File: src/rtl/log_lut_pkg.sv
// Shared types and constants for the log2/exp2 LUT loader and its skid FIFO.
package log_lut_pkg;

  localparam int FLOAT_LEN = 16;
  localparam int MANT_LEN  = 10;
  localparam int LUT_SIZE  = 128;
  localparam int CNT_W     = $clog2(LUT_SIZE) + 1;
  localparam logic [CNT_W-1:0] LUT_SIZE_CNT = CNT_W'(LUT_SIZE);

  typedef struct packed {
    logic [MANT_LEN-1:0]  log2;
    logic [FLOAT_LEN-1:0] exp2;
  } lut_entry_t;

  typedef enum logic [1:0] {
    IDLE  = 2'd0,
    FILL  = 2'd1,
    DRAIN = 2'd2,
    DONE  = 2'd3
  } load_state_e;

  function automatic logic is_busy(input load_state_e s);
    return (s == FILL) || (s == DRAIN);
  endfunction

endpackage

File: src/rtl/lut_entry_fifo.sv
// Small synchronous FIFO of LUT entries; decouples host stalls from the write port.
module lut_entry_fifo import log_lut_pkg::*; #(
  parameter int DEPTH = 4
) (
  input  logic       clk,
  input  logic       rst_n,
  input  logic       push,
  input  lut_entry_t wdata,
  input  logic       pop,
  output lut_entry_t rdata,
  output logic       full,
  output logic       empty
);

  localparam int PTR_W = $clog2(DEPTH);
  localparam logic [PTR_W:0] DEPTH_CNT = (PTR_W + 1)'(DEPTH);

  logic [PTR_W-1:0] wr_ptr_q, wr_ptr_d, rd_ptr_q, rd_ptr_d;
  logic [PTR_W:0]   count_q, count_d;
  logic             do_push_s, do_pop_s;
  lut_entry_t       mem_q [DEPTH];

  assign full  = (count_q == DEPTH_CNT);
  assign empty = (count_q == '0);
  assign rdata = mem_q[rd_ptr_q];

  // Pointers wrap naturally because DEPTH is a power of two.
  always_comb begin
    do_push_s = push && !full;
    do_pop_s  = pop && !empty;
    wr_ptr_d  = do_push_s ? wr_ptr_q + PTR_W'(1'b1) : wr_ptr_q;
    rd_ptr_d  = do_pop_s  ? rd_ptr_q + PTR_W'(1'b1) : rd_ptr_q;
    case ({do_push_s, do_pop_s})
      2'b10:   count_d = count_q + (PTR_W + 1)'(1'b1);
      2'b01:   count_d = count_q - (PTR_W + 1)'(1'b1);
      default: count_d = count_q;
    endcase
  end

  always_ff @(posedge clk or negedge rst_n) begin
    if (!rst_n) begin
      wr_ptr_q <= '0;
      rd_ptr_q <= '0;
      count_q  <= '0;
      for (int i = 0; i < DEPTH; i++) mem_q[i] <= '0;
    end else begin
      wr_ptr_q <= wr_ptr_d;
      rd_ptr_q <= rd_ptr_d;
      count_q  <= count_d;
      if (do_push_s) mem_q[wr_ptr_q] <= wdata;
    end
  end

endmodule

File: src/rtl/log_lut_loader.sv
// Streams exactly LUT_SIZE log2/exp2 entries from a valid/ready host into the
// log-scale unit's LUT write port, one registered write beat per entry.
module log_lut_loader import log_lut_pkg::*; #(
  parameter int FIFO_DEPTH = 4
) (
  input  logic                 clk,
  input  logic                 rst_n,
  input  logic                 start,
  input  logic                 in_valid,
  output logic                 in_ready,
  input  logic [MANT_LEN-1:0]  in_log2,
  input  logic [FLOAT_LEN-1:0] in_exp2,
  output logic                 lut_wr_en,
  output logic [MANT_LEN-1:0]  log2_lut_data_out,
  output logic [FLOAT_LEN-1:0] exp2_lut_data_out,
  output logic                 busy,
  output logic                 done,
  output logic                 lut_loaded
);

  load_state_e      state_q, state_d;
  logic [CNT_W-1:0] acc_cnt_q, acc_cnt_d, wr_cnt_q, wr_cnt_d;
  logic             lut_wr_en_q, lut_wr_en_d, busy_q, busy_d;
  logic             done_q, done_d, lut_loaded_q, lut_loaded_d;
  lut_entry_t       data_q, data_d, push_entry_s, pop_entry_s;
  logic             fifo_full_s, fifo_empty_s, accept_s, pop_s, in_ready_s;

  assign push_entry_s = '{log2: in_log2, exp2: in_exp2};

  lut_entry_fifo #(.DEPTH(FIFO_DEPTH)) u_fifo (
    .clk   (clk),
    .rst_n (rst_n),
    .push  (accept_s),
    .wdata (push_entry_s),
    .pop   (pop_s),
    .rdata (pop_entry_s),
    .full  (fifo_full_s),
    .empty (fifo_empty_s)
  );

  // DRAIN exits on the next wr_cnt so done lands right after the last beat.
  always_comb begin
    in_ready_s   = (state_q == FILL) && !fifo_full_s && (acc_cnt_q < LUT_SIZE_CNT);
    accept_s     = in_valid && in_ready_s;
    pop_s        = is_busy(state_q) && !fifo_empty_s;
    state_d      = state_q;
    acc_cnt_d    = acc_cnt_q + {{(CNT_W-1){1'b0}}, accept_s};
    wr_cnt_d     = wr_cnt_q + {{(CNT_W-1){1'b0}}, lut_wr_en_q};
    lut_wr_en_d  = pop_s;
    data_d       = pop_s ? pop_entry_s : data_q;
    done_d       = 1'b0;
    lut_loaded_d = lut_loaded_q;
    case (state_q)
      IDLE: begin
        if (start) begin
          state_d      = FILL;
          acc_cnt_d    = '0;
          wr_cnt_d     = '0;
          lut_loaded_d = 1'b0;
        end else begin
          state_d = IDLE;
        end
      end
      FILL: begin
        if (acc_cnt_q == LUT_SIZE_CNT) state_d = DRAIN;
        else                           state_d = FILL;
      end
      DRAIN: begin
        if (wr_cnt_d == LUT_SIZE_CNT) begin
          state_d = DONE;
          done_d  = 1'b1;
        end else begin
          state_d = DRAIN;
        end
      end
      DONE: begin
        state_d      = IDLE;
        lut_loaded_d = 1'b1;
      end
      default: state_d = IDLE;
    endcase
    busy_d = is_busy(state_d);
  end

  always_ff @(posedge clk or negedge rst_n) begin
    if (!rst_n) begin
      state_q      <= IDLE;
      acc_cnt_q    <= '0;
      wr_cnt_q     <= '0;
      lut_wr_en_q  <= 1'b0;
      data_q       <= '0;
      busy_q       <= 1'b0;
      done_q       <= 1'b0;
      lut_loaded_q <= 1'b0;
    end else begin
      state_q      <= state_d;
      acc_cnt_q    <= acc_cnt_d;
      wr_cnt_q     <= wr_cnt_d;
      lut_wr_en_q  <= lut_wr_en_d;
      data_q       <= data_d;
      busy_q       <= busy_d;
      done_q       <= done_d;
      lut_loaded_q <= lut_loaded_d;
    end
  end

  assign in_ready          = in_ready_s;
  assign lut_wr_en         = lut_wr_en_q;
  assign log2_lut_data_out = data_q.log2;
  assign exp2_lut_data_out = data_q.exp2;
  assign busy              = busy_q;
  assign done              = done_q;
  assign lut_loaded        = lut_loaded_q;

endmodule
File: config.mk
export PLATFORM = sky130hd
export DESIGN_NAME = log_lut_loader
export DESIGN_NICKNAME = d
export VERILOG_FILES = /design/src/rtl/log_lut_pkg.sv /design/src/rtl/lut_entry_fifo.sv /design/src/rtl/log_lut_loader.sv
export SDC_FILE = /design/constraint.sdc
export NUM_CORES = 1
export LEC_CHECK = 0
export BUFFER_PORTS_ARGS = -buffer_cell sky130_fd_sc_hd__buf_2
export CAP_MARGIN = 20
export CORE_MARGIN = 10
export CORE_UTILIZATION = 55
export DETAILED_ROUTE_END_ITERATION = 8
export PLACE_DENSITY_LB_ADDON = 0.15
export SETUP_SLACK_MARGIN = 0.2
export SYNTH_ARGS = -nofsm -noshare
export SYNTH_HDL_FRONTEND = slang
export SYNTH_SLANG_ARGS = --single-unit
File: constraint.sdc
create_clock -name clk -period 5.1 [get_ports clk]
set_input_delay 0.255 -clock clk [delete_from_list [all_inputs] [get_ports clk]]
set_output_delay 0.255 -clock clk [all_outputs]
set_load 0.02 [all_outputs]
==> metrics.md, run 1 <==
| Metric | Value |
|---|---|
| Run status | complete, no violations |
| Via count | 4,026 |
| Worst Tran Pin Value | between 0.9 and 1 ns |
| Launching point of the worst reg2reg path | state_q[0] |
| Arrival time of data at the critical path endpoint | ~3.1 ns |
| Max stage delay cell, worst path | dfrtp_1 |
| Static Leak | about 3.6 nW |
| Leading post-synthesis cells by cell area | dfrtp_1 58%, mux2_2 17%, mux4_2 8.5% |
| Layer carrying the most global-route usage | met2 |
| Top cell type by total area after synthesis | dfrtp_1 |
| Antenna fix cells | 0 |
| Clock latency on the worst-skew pair | ~0.43 ns |
| Std-Cell Rows | 40 |
| Maximum cell stage delay along the critical path | around 0.4 ns |
| Fraction of the mapped netlist area in compound gates | about 1.3% |
| Clock tree from TritonCTS | built |
| Critical Path Fanout Max | 29 |
| Post-place instance area | 0.00734 mm2 |
| Total CTS buffers | 17 |
| Peak supply drop | 0.375 mV |
| Number of setup violations in the final report | 0 |
| Avg Inst Size Synth | approximately 14 um2 |
| Synthesized Nets | about 540 |
| Design Power | ~5.5 mW |
| Antenna Nets Post-Route | 0 |
| Synth unique cells | 40 |
| Setup Crit Path Kind | flop to flop |
| Most common cell in the synthesized netlist | dfrtp_1 |
| Count of max-cap constraint violations | 0 |
| Post-route non-filler standard cell count | 737 |
| Worst reg2reg path depth | 10 |
| Input/output buffers | 60 |
| Critical path depth | 10 |
| Setup repair after global routing missed its margin | false |
| Setup tns final | 0 ns |
| Number of sinks driven by the clock tree | between 150 and 200 |
| Width of the chip | 132 um |
| Cell Area, Synth | just under 0.007 mm2 |
| Maximum buffer depth of the clock tree | 2 |
| Buffer type at the clock tree root | clkbuf_16 |
| Initial detailed-routing violation count | between 200 and 250 |
| Effective utilization at floorplan | about 57% |
| DRC Markers | 0 |
| Met1 Usage GRT | 18.9% |
| Tightest slew margin relative to the limit | between 30% and 40% |
| Clock period minus worst slack | 2.81 ns |
| Dominant combinational cell family by area after synthesis | multiplexers |
| Pre-CTS WS | about 2.3 ns |
| Total GRT Usage | between 10% and 20% |
| Number of flops mapped to enable cells by yosys | 0 |
| Mux contribution to synthesized area | 26.0% |
| Top-area cell type share of the netlist area | ~58% |
| Placer Congestion | 0.794 |
| Combined buffer and inverter count along the critical path | 3 |
| Vert. Die Dim | ~130 um |
| Number of antenna violations at the first check in global routing | 0 |
| Commonest cells in the synthesized netlist | 159 x dfrtp_1, 102 x mux2_2, 83 x nand2_1 |
| Delay-heaviest family, CP | adder cells |
| Via density per instance | about 5.5 |
| Post-route cell area | 0.00794 mm2 |
| Clock transition time at the flip-flop clock pins of the worst setup and hold paths | 0.06 ns |
| XOR/XNOR Fraction of Synth Area | under 10% |
| Power density normalized to cell area | around 690 mW/mm2 |
| Launching element type of the critical path | flop |
| Synthesized-area fraction occupied by adder cells | 2.66% |
| Area overhead of the layout relative to synthesis | 15.5% |
| DIE AREA | roughly 0.017 mm2 |
| Standard cell core area | ~0.012 mm2 |
| Post-Synth Simple-Gate Area | roughly 8.3% |
| Final core utilization | 65.6% |
| Cell with the most instances on the worst path | ha_1 |
| Total congestion overflow after global routing | 0 |
| Gate count after technology mapping | around 490 |
| Worst Setup End Kind | flop |
| Endpoint of the worst hold path | u_fifo.mem_q[68] |
| Number of nets in the layout | 600 |
| Post-synthesis sequential area ratio | approximately 58% |
| Flop2flop setup slack | between 2 and 2.5 ns |
| Proportion of synthesized flip-flops having asynchronous set or reset | 100% |
| Met2 Usage GRT | a little over a quarter |
| Post-Route Hold Slack | 0.0958 ns |
| Clock skew after layout | between 0.015 and 0.02 ns |
| Start point of the critical path | state_q[0] |
| Vias in the first global route | between 4,000 and 5,000 |
| Worst hold path depth | 2 |
| H-tree depth reported by CTS | 4 |
| Hold Fails Final Rpt | 0 |
| Detailed Route WL | around 13,000 um |
| Post-synthesis register bit count | about 160 |
| Number of I/O pins | between 60 and 70 |
| Number of pins with negative max-slew slack in the final report | 0 |
| Launch point of the worst hold path | in_log2[0] |
| Final Worst Setup Slack | 2.29 ns |
| Proportion of layout cells with a drive suffix above 1 | approximately two fifths |
| Worst Path Required | about 5.4 ns |
| Met3 usage | about 5.0% |
| DP Cell Count | 703 |
| Number of synthesis warnings | 0 |
| First drt pass iteration count | 4 |
| Worst reg2reg path endpoint | u_fifo.count_q[2] |
| Routed wirelength normalized by instance count | 18.2 um |
| Sequence of cells on the critical path | inv_1 > ha_1 > o31ai_4 > buf_4 > inv_2 > ha_1 > fa_1 > xnor2_1 > nor2_1 > xor2_1 |
| Part of the cycle the worst path needs | between 50% and 60% |
| Global-route wire length before repair | around 22,000 um |
| Top_reg_cell synth | dfrtp_1 |
| Post_cts resized | 0 |
| Min-delay worst type | input port to flop |
| Detailed-placement wirelength estimate | around 8500 um |
| Pin count of the biggest net entering global routing | approximately 130 |
| Achievable Freq | roughly 360 MHz |
-- logic make-up (layout without fill, tap and decap cells) --
group           after synthesis  count (layout)
fa+ha+maj                    14              14
buf+inv                      27             104
simple gates                129             129
xor+xnor                     17              17
flops                       159             159
compound gates               13              13
mux                         133             133
-- how the worst max path moves through the flow --
stage | slack, ns | end
global route | 2.11 | u_fifo.count_q[2]
CTS | 2.29 | u_fifo.count_q[2]
finish | 2.29 | u_fifo.count_q[2]
detailed placement | 2.30 | u_fifo.count_q[2]
global placement | 2.37 | u_fifo.count_q[2]
floorplan | 2.58 | u_fifo.count_q[2]
-- cells in the final DEF, fill, tap and decap left out, types with 2 or more instances in the layout --
master      count
nand2_1        83
nand3_1         6
nor4_1          2
clkinvlp_4      4
nor2b_1         5
dfrtp_1       158
inv_1           6
nor2_1         14
clkinv_4        3
and3_1          3
clkinv_2        4
clkbuf_8        2
nand2_2         4
xor2_1          7
buf_2          59
clkbuf_16      17
xnor2_1        10
a21boi_0        2
buf_4           3
ha_1           13
o21ai_0         3
mux4_2         26
mux2_1          4
mux2_2        102
a21oi_1         4
-- final cells by class --
class | count | area, um2
clock buffer | 19 | 453
clock inverter | 13 | 115
fill | 923 | 4170
inverter | 7 | 26.3
multi-input combinational | 306 | 2790
sequential | 159 | 3980
tap | 168 | 210
timing repair buffer | 65 | 367
-- metal layers --
| layer | routed length [um] | up-vias |
|---|---|---|
| met5 | 0 | - |
| li1 | - | 1848 |
| met2 | 6960 | 68 |
| met3 | 473 | 17 |
| met1 | 5760 | 2093 |
| met4 | 204 | 0 |
-- registers in the layout, indices dropped and copies added (netlist names) --
name and flops:
lut_loaded 1, busy 1, acc_cnt_q 8, u_fifo.mem_q 104, u_fifo.rd_ptr_q 2, done 1, wr_cnt_q 8, exp2_lut_data_out 16
log2_lut_data_out 10, state_q 2, u_fifo.wr_ptr_q 2, lut_wr_en 1, u_fifo.count_q 3
-- repair_timing --
item | 4_1_cts | 5_1_grt
hold buffers | 0 | 1
buffers inserted | 0 | 0
setup endpoints to repair | 0 | 0
hold endpoints to repair | 0 | 15
-- worst register-to-register path, cell delays in order (launching register included) --
cell     delay, ns
dfrtp_1       0.41
inv_1         0.08
ha_1          0.33
o31ai_4       0.06
buf_4         0.35
inv_2         0.33
ha_1          0.35
fa_1          0.39
xnor2_1       0.19
nor2_1        0.07
xor2_1        0.14
-- power by group --
group | internal (mW) | switching [mW] | leakage [nW]
logic | 1.08 | 0.878 | 1.46
registers | 1.90 | 0.449 | 1.89
clock network | 0.696 | 0.504 | 0.271
total | 3.67 | 1.83 | 3.61
(Power assumes the default switching activity.)
==> run 2, diff against run 1 <==
--- a/config.mk
+++ b/config.mk
@@ -8,7 +8,7 @@
 export BUFFER_PORTS_ARGS = -buffer_cell sky130_fd_sc_hd__buf_2
 export CAP_MARGIN = 20
 export CORE_MARGIN = 10
-export CORE_UTILIZATION = 55
+export CORE_UTILIZATION = 53
 export DETAILED_ROUTE_END_ITERATION = 8
 export PLACE_DENSITY_LB_ADDON = 0.15
 export SETUP_SLACK_MARGIN = 0.2
==> constraint.sdc (replaced) <==
create_clock -name clk -period 2.4 [get_ports clk]
set_input_delay 0.12 -clock clk [delete_from_list [all_inputs] [get_ports clk]]
set_output_delay 0.12 -clock clk [all_outputs]
set_load 0.02 [all_outputs]
==> run 2 against run 1 <==
Net effect: non-clock buffer count rose by 43; sequential share of layout area decreased by 3.0 points; first-iteration DRC count decreased by 4.5%; via count is 3.8% higher; combinational power increased by 130%; count of clock-buffer cells in the layout increased by 3; routed wire length is 4.8% higher; critical endpoint is now busy.
==> metrics.md, run 2 (synthesis results as in run 1) <==
| Metric | Value |
|---|---|
| Launching element type of the critical path | flop |
| Flop2flop setup slack | 0.27 ns |
| Clock tree from TritonCTS | built |
| Number of fillers in the final layout | roughly 950 |
| Clock period minus worst slack | around 2.1 ns |
| Vert. Die Dim | between 100 and 150 um |
| Antenna Nets Post-Route | 0 |
| Std-Cell Rows | a little over 40 |
| Part of the cycle the worst path needs | 88.7% |
| Clock transition time at the flip-flop clock pins of the worst setup and hold paths | around 0.060 ns |
| Max stage delay cell, worst path | or4_4 |
| Detailed Route WL | 14,000 um |
| Power density normalized to cell area | between 1000 and 1500 mW/mm2 |
| Pin count of the biggest net entering global routing | 76 |
| Vias in the first global route | around 4,700 |
| DP Cell Count | ~720 |
| Post-route non-filler standard cell count | roughly 780 |
| Arrival time of data at the critical path endpoint | around 2.5 ns |
| Setup Crit Path Kind | flop to flop |
| Number of nets in the layout | between 600 and 700 |
| Flip-flop count of the largest register after layout | 104 |
| Buffer type at the clock tree root | clkbuf_16 |
| Maximum buffer depth of the clock tree | 2 |
| Hold Fails Final Rpt | 0 |
| Launching point of the worst reg2reg path | lut_wr_en |
| Critical Path Fanout Max | 2 |
| Width of the chip | between 100 and 150 um |
| Global-route wire length before repair | ~24,000 um |
| Static Leak | 3.83 nW |
| Most used cells in the layout excluding fill and tap cells | 157 x dfrtp_1, 102 x mux2_2, 83 x nand2_1 |
| Worst Setup End Kind | flop |
| Setup repair after global routing missed its margin | false |
| DIE AREA | 0.0179 mm2 |
| Number of pins with negative max-slew slack in the final report | 0 |
| Peak supply drop | between 0.6 and 0.7 mV |
| Standard cell core area | 0.0127 mm2 |
| Number of I/O pins | 61 |
| Worst hold path depth | 4 |
| Detailed-placement wirelength estimate | 8830 um |
| Tightest slew margin relative to the limit | 53.0% |
| Area overhead of the layout relative to synthesis | 23.0% |
| Run status | complete, no violations |
| Number of setup violations in the final report | 0 |
| Register bank with the most flops | u_fifo.mem_q |
| Register area | roughly 0.0040 mm2 |
| Effective utilization at floorplan | a little over half |
| Placer Congestion | between 0.7 and 0.8 |
| Endpoint of the worst hold path | u_fifo.wr_ptr_q[0] |
| Clock skew after layout | just over 0.006 ns |
| Achievable Freq | around 470 MHz |
| Launch point of the worst hold path | in_valid |
| Input/output buffers | 60 |
| Worst reg2reg path depth | 6 |
| Cell with the most instances on the worst path | ha_2 |
| Maximum cell stage delay along the critical path | ~0.53 ns |
| Initial detailed-routing violation count | roughly 190 |
| Worst reg2reg path endpoint | busy |
| DRC Markers | 0 |
| Worst Path Required | 2.72 ns |
| Via count | about 4,200 |
| Via density per instance | approximately 5.3 |
| Area of the multi-input gates | about 0.0029 mm2 |
| Count of max-cap constraint violations | 0 |
| Sequence of cells on the critical path | ha_2 > ha_2 > nor3b_1 > nand4_1 > or4_4 > o311ai_4 |
| Clock latency on the worst-skew pair | around 0.42 ns |
| Total GRT Usage | 16.8% |
| H-tree depth reported by CTS | 4 |
| Antenna fix cells | 0 |
| Total CTS buffers | 17 |
| Number of sinks driven by the clock tree | between 150 and 200 |
| Setup tns final | 0 ns |
| Post-Route Hold Slack | 0.192 ns |
| Number of antenna violations at the first check in global routing | 0 |
| First drt pass iteration count | 5 |
| Min-delay worst type | input port to flop |
| Leading cell type in the layout, fill and taps excluded | dfrtp_1 |
| Design Power | approximately 12 mW |
| Proportion of layout cells with a drive suffix above 1 | between 40% and 50% |
| Total congestion overflow after global routing | 0 |
| Routed wirelength normalized by instance count | around 18 um |
| Worst Tran Pin Value | just over 0.7 ns |
-- run 2: critical path, delay by kind of cell, from the launching register on --
family | cells | cell delay, ns
adders and majority gates | 2 | 0.46
AOI/OAI and AO/OA | 1 | 0.26
DFF | 1 | 0.38
and+or+nand+nor | 3 | 0.95
-- run 2: final cells by class --
class                      instances  share of cell area, %
tap                              172                   2.54
multi-input combinational        306                   33.9
sequential                       159                   47.1
clock buffer                      22                   5.72
inverter                           7                  0.311
timing repair buffer             108                   9.45
clock inverter                    10                   1.02
-- run 2: worst max-delay path by stage --
stage,from,endpoint,cells past startpoint
CTS,lut_wr_en,busy,7
global route,lut_wr_en,busy,7
detailed placement,state_q[1],u_fifo.count_q[2],11
finish,lut_wr_en,busy,6
floorplan,state_q[1],u_fifo.count_q[2],12
global placement,lut_wr_en,busy,7
-- run 2: power by group --
| group | switching [mW] | leakage (nW) | internal (mW) | total [mW] |
|---|---|---|---|---|
| Clock | 1.04 | 0.278 | 1.53 | 2.56 |
| Combinational | 2.11 | 1.66 | 2.47 | 4.58 |
| Sequential | 0.782 | 1.89 | 4.04 | 4.82 |
-- run 2: timing repair --
item                       4_1_cts  5_1_grt
hold buffers                    28        0
hold endpoints to repair       173        0
setup buffers                    2        1
pin swaps                        2        1
resized for setup                0        8
setup endpoints to repair        3        7
-- run 2: metrics by stage --
| step | cell area [um2] | setup slack, ns | util, % |
|---|---|---|---|
| after floorplan | 6930 | 0.199 | - |
| after global placement | 7530 | 0.254 | 59.4 |
| after detailed placement | 7530 | 0.176 | 59.4 |
| after CTS | 8400 | 0.230 | 66.3 |
| after global routing | 8460 | 0.187 | 66.8 |
| final | 8460 | 0.271 | 66.8 |
-- run 2: metal layers --
| metal | routed length, um | global-route usage (%) | vias to the layer above |
|---|---|---|---|
| li1 | - | - | 1945 |
| met1 | 6180 | 20.2 | 2156 |
| met2 | 7260 | 28.7 | 61 |
| met3 | 416 | 4.00 | 17 |
| met4 | 195 | 6.17 | 0 |
| met5 | 0 | 0 | - |
==> run 3, diff against run 2 <==
--- a/config.mk
+++ b/config.mk
@@ -7,8 +7,8 @@
 export LEC_CHECK = 0
 export BUFFER_PORTS_ARGS = -buffer_cell sky130_fd_sc_hd__buf_2
 export CAP_MARGIN = 20
-export CORE_MARGIN = 10
-export CORE_UTILIZATION = 53
+export CORE_MARGIN = 4
+export CORE_UTILIZATION = 55
 export DETAILED_ROUTE_END_ITERATION = 8
 export PLACE_DENSITY_LB_ADDON = 0.15
 export SETUP_SLACK_MARGIN = 0.2
==> constraint.sdc (replaced) <==
create_clock -name clk -period 2.1 [get_ports clk]
set_input_delay 0.63 -clock clk [delete_from_list [all_inputs] [get_ports clk]]
set_output_delay 0.63 -clock clk [all_outputs]
set_load 0.02 [all_outputs]
==> run 3 against run 2 <==
Net effect: die area is 20% lower; cell count decreased by 3.2%; count of clock-buffer cells in the layout down 3; largest cell class unchanged; critical path depth rose by 1; sequential share of layout area grew 0.59 points; global-route usage rose by 4.3 points; maximum frequency increased by 2.3%; sequential power up 14%; cell area shrank 1.2%; critical endpoint unchanged.
==> metrics.md, run 3 (synthesis results as in run 1) <==
| Metric | Value |
|---|---|
| Pin count of the biggest net entering global routing | between 40 and 50 |
| Standard cell core area | between 0.01 and 0.015 mm2 |
| Final core utilization | 69.0% |
| Maximum buffer depth of the clock tree | 2 |
| Most used cells in the layout excluding fill and tap cells | 155 x dfrtp_1, 101 x mux2_2, 83 x nand2_1 |
| Clock period minus worst slack | 2.08 ns |
| Max stage delay cell, worst path | or4_4 |
| Run status | complete, no violations |
| Worst Tran Pin Value | between 0.4 and 0.5 ns |
| Std-Cell Rows | 40 |
| Register bank with the most flops | u_fifo.mem_q |
| Count of max-cap constraint violations | 0 |
| Part of the cycle the worst path needs | between 90% and 100% |
| Number of antenna violations at the first check in global routing | 0 |
| Initial detailed-routing violation count | a little over 200 |
| Global-route wire length before repair | roughly 23,000 um |
| DRC Markers | 0 |
| Arrival time of data at the critical path endpoint | ~2.4 ns |
| Internal power | roughly 9.3 mW |
| Post-route cell area | between 0.008 and 0.009 mm2 |
| Power density normalized to cell area | 1670 mW/mm2 |
| Switching power as a share of total power | between 30% and 40% |
| First drt pass iteration count | 4 |
| Number of I/O pins | 61 |
| Critical Path Fanout Max | 3 |
| Maximum cell stage delay along the critical path | approximately 0.58 ns |
| Launching element type of the critical path | flop |
| Setup repair after global routing missed its margin | true |
| Worst reg2reg path depth | 7 |
| Tightest slew margin relative to the limit | between 60% and 70% |
| Worst reg2reg path endpoint | busy |
| Design Power | around 14 mW |
| Vias in the first global route | 4,592 |
| DIE AREA | ~0.014 mm2 |
| Worst Setup End Kind | flop |
| Combinational cell fraction of total power | between 30% and 40% |
| Combined buffer and inverter count along the critical path | 0 |
| Leading cell type in the layout, fill and taps excluded | dfrtp_1 |
| Routed wirelength normalized by instance count | 18.0 um |
| Number of pins with negative max-slew slack in the final report | 0 |
| Placer Congestion | about 0.77 |
| Antenna Nets Post-Route | 0 |
| Min-delay worst type | input port to asynchronous set/reset pin |
| Detailed Route WL | around 14,000 um |
| Peak supply drop | between 1 and 1.5 mV |
| Cell with the most instances on the worst path | ha_4 |
| Clk network pwr share | 21.4% |
| Width of the chip | about 120 um |
| Switch Pwr | 4.64 mW |
| Total GRT Usage | between 20% and 30% |
| Flop2flop setup slack | ~0.019 ns |
| Clock tree from TritonCTS | built |
| Via count | roughly 4,200 |
| Vert. Die Dim | about 120 um |
| Post-place instance area | 0.00763 mm2 |
| Clock skew after layout | 0.0118 ns |
| Static Leak | ~3.8 nW |
| Buffer type at the clock tree root | clkbuf_16 |
| Flip-flop count of the largest register after layout | 104 |
| Antenna fix cells | 0 |
| Input/output buffers | 60 |
| Number of setup violations in the final report | 0 |
| Area overhead of the layout relative to synthesis | 21.5% |
| Via density per instance | between 5 and 6 |
| Delay-heaviest family, CP | simple AND/OR/NAND/NOR gates |
| H-tree depth reported by CTS | 4 |
| Number of sinks driven by the clock tree | approximately 160 |
| Post-route non-filler standard cell count | 759 |
| Clock latency on the worst-skew pair | 0.43 ns |
| Total CTS buffers | 17 |
| DP Cell Count | between 700 and 800 |
| Launching point of the worst reg2reg path | lut_wr_en |
| Achievable Freq | roughly 480 MHz |
| Proportion of layout cells with a drive suffix above 1 | ~47% |
| Number of fillers in the final layout | roughly 900 |
| Share of total power in sequential cells | about two fifths |
| Hold Fails Final Rpt | 0 |
| Detailed-placement wirelength estimate | a little under 9000 um |
| Sequence of cells on the critical path | ha_4 > ha_4 > nand3_4 > xor2_4 > nand4_1 > or4_4 > o311ai_4 |
| Total congestion overflow after global routing | 0 |
| Clock transition time at the flip-flop clock pins of the worst setup and hold paths | around 0.060 ns |
| Effective utilization at floorplan | ~57% |
| Setup Crit Path Kind | flop to flop |
| Number of nets in the layout | around 620 |
| Worst Path Required | ~2.4 ns |
[run 3: final cells by class]
cell class,instances,area [um2],area share (%)
Clock inverter,13,143,1.71
Clock buffer,19,433,5.18
Sequential cell,159,3980,47.7
Timing Repair Buffer,87,598,7.16
Inverter,7,26.3,0.314
Tap cell,168,210,2.51
Multi-Input combinational cell,306,2960,35.5
[run 3: worst reg2reg max path: stages (launching register included)]
cell      delay (ns)
dfrtp_2         0.42
ha_4            0.18
ha_4            0.18
nand3_4         0.08
xor2_4          0.17
nand4_1         0.15
or4_4           0.58
o311ai_4        0.23
[run 3: layer usage]
| layer | vias to the layer above | share of wire (%) | track usage [%] |
|---|---|---|---|
| met4 | 0 | 2.1 | 8.52 |
| met5 | - | 0 | 0 |
| met1 | 2158 | 42 | 26.4 |
| met2 | 78 | 52 | 35.0 |
| met3 | 28 | 4.0 | 6.08 |
| li1 | 1892 | - | - |
[run 3: worst max path at each step]
stage,start,end,cells after the start
global placement,state_q[1],u_fifo.count_q[2],11
floorplan,state_q[1],u_fifo.count_q[1],10
finish,lut_wr_en,busy,7
CTS,lut_wr_en,busy,7
detailed placement,lut_wr_en,busy,7
global route,lut_wr_en,busy,7
[run 3: power by group through the flow]
| stage | Sequential, mW | Clock, mW | Combinational (mW) |
|---|---|---|---|
| finish | 5.50 | 2.99 | 5.48 |
| global route | 5.68 | 3.18 | 6.04 |
| CTS | 5.48 | 3.04 | 5.53 |
| detailed placement | 5.51 | 0 | 5.43 |
| global placement | 5.39 | 0 | 5.23 |
| floorplan | 5.59 | 0 | 3.84 |
[run 3: repair_timing]
item                                    in CTS  in global routing
hold buffers                                 0                  0
endpoints found under the setup margin      17                 59
resized for setup                           12                  7
gates cloned                                 0                  0
pin swaps                                    2                  3
buffers inserted                             4                  1
[run 3: per-stage QoR]
stage / setup WS [ns] / setup TNS [ns] / hold slack, ns
after global placement: 0.138 / 0 / 0.452
after global routing: -0.0498 / -0.0498 / 0.103
after detailed placement: 0.00732 / 0 / 0.457
final: 0.0189 / 0 / 0.0993
after CTS: 0.0599 / 0 / 0.0991
after floorplan: -0.0854 / -0.162 / 0.334
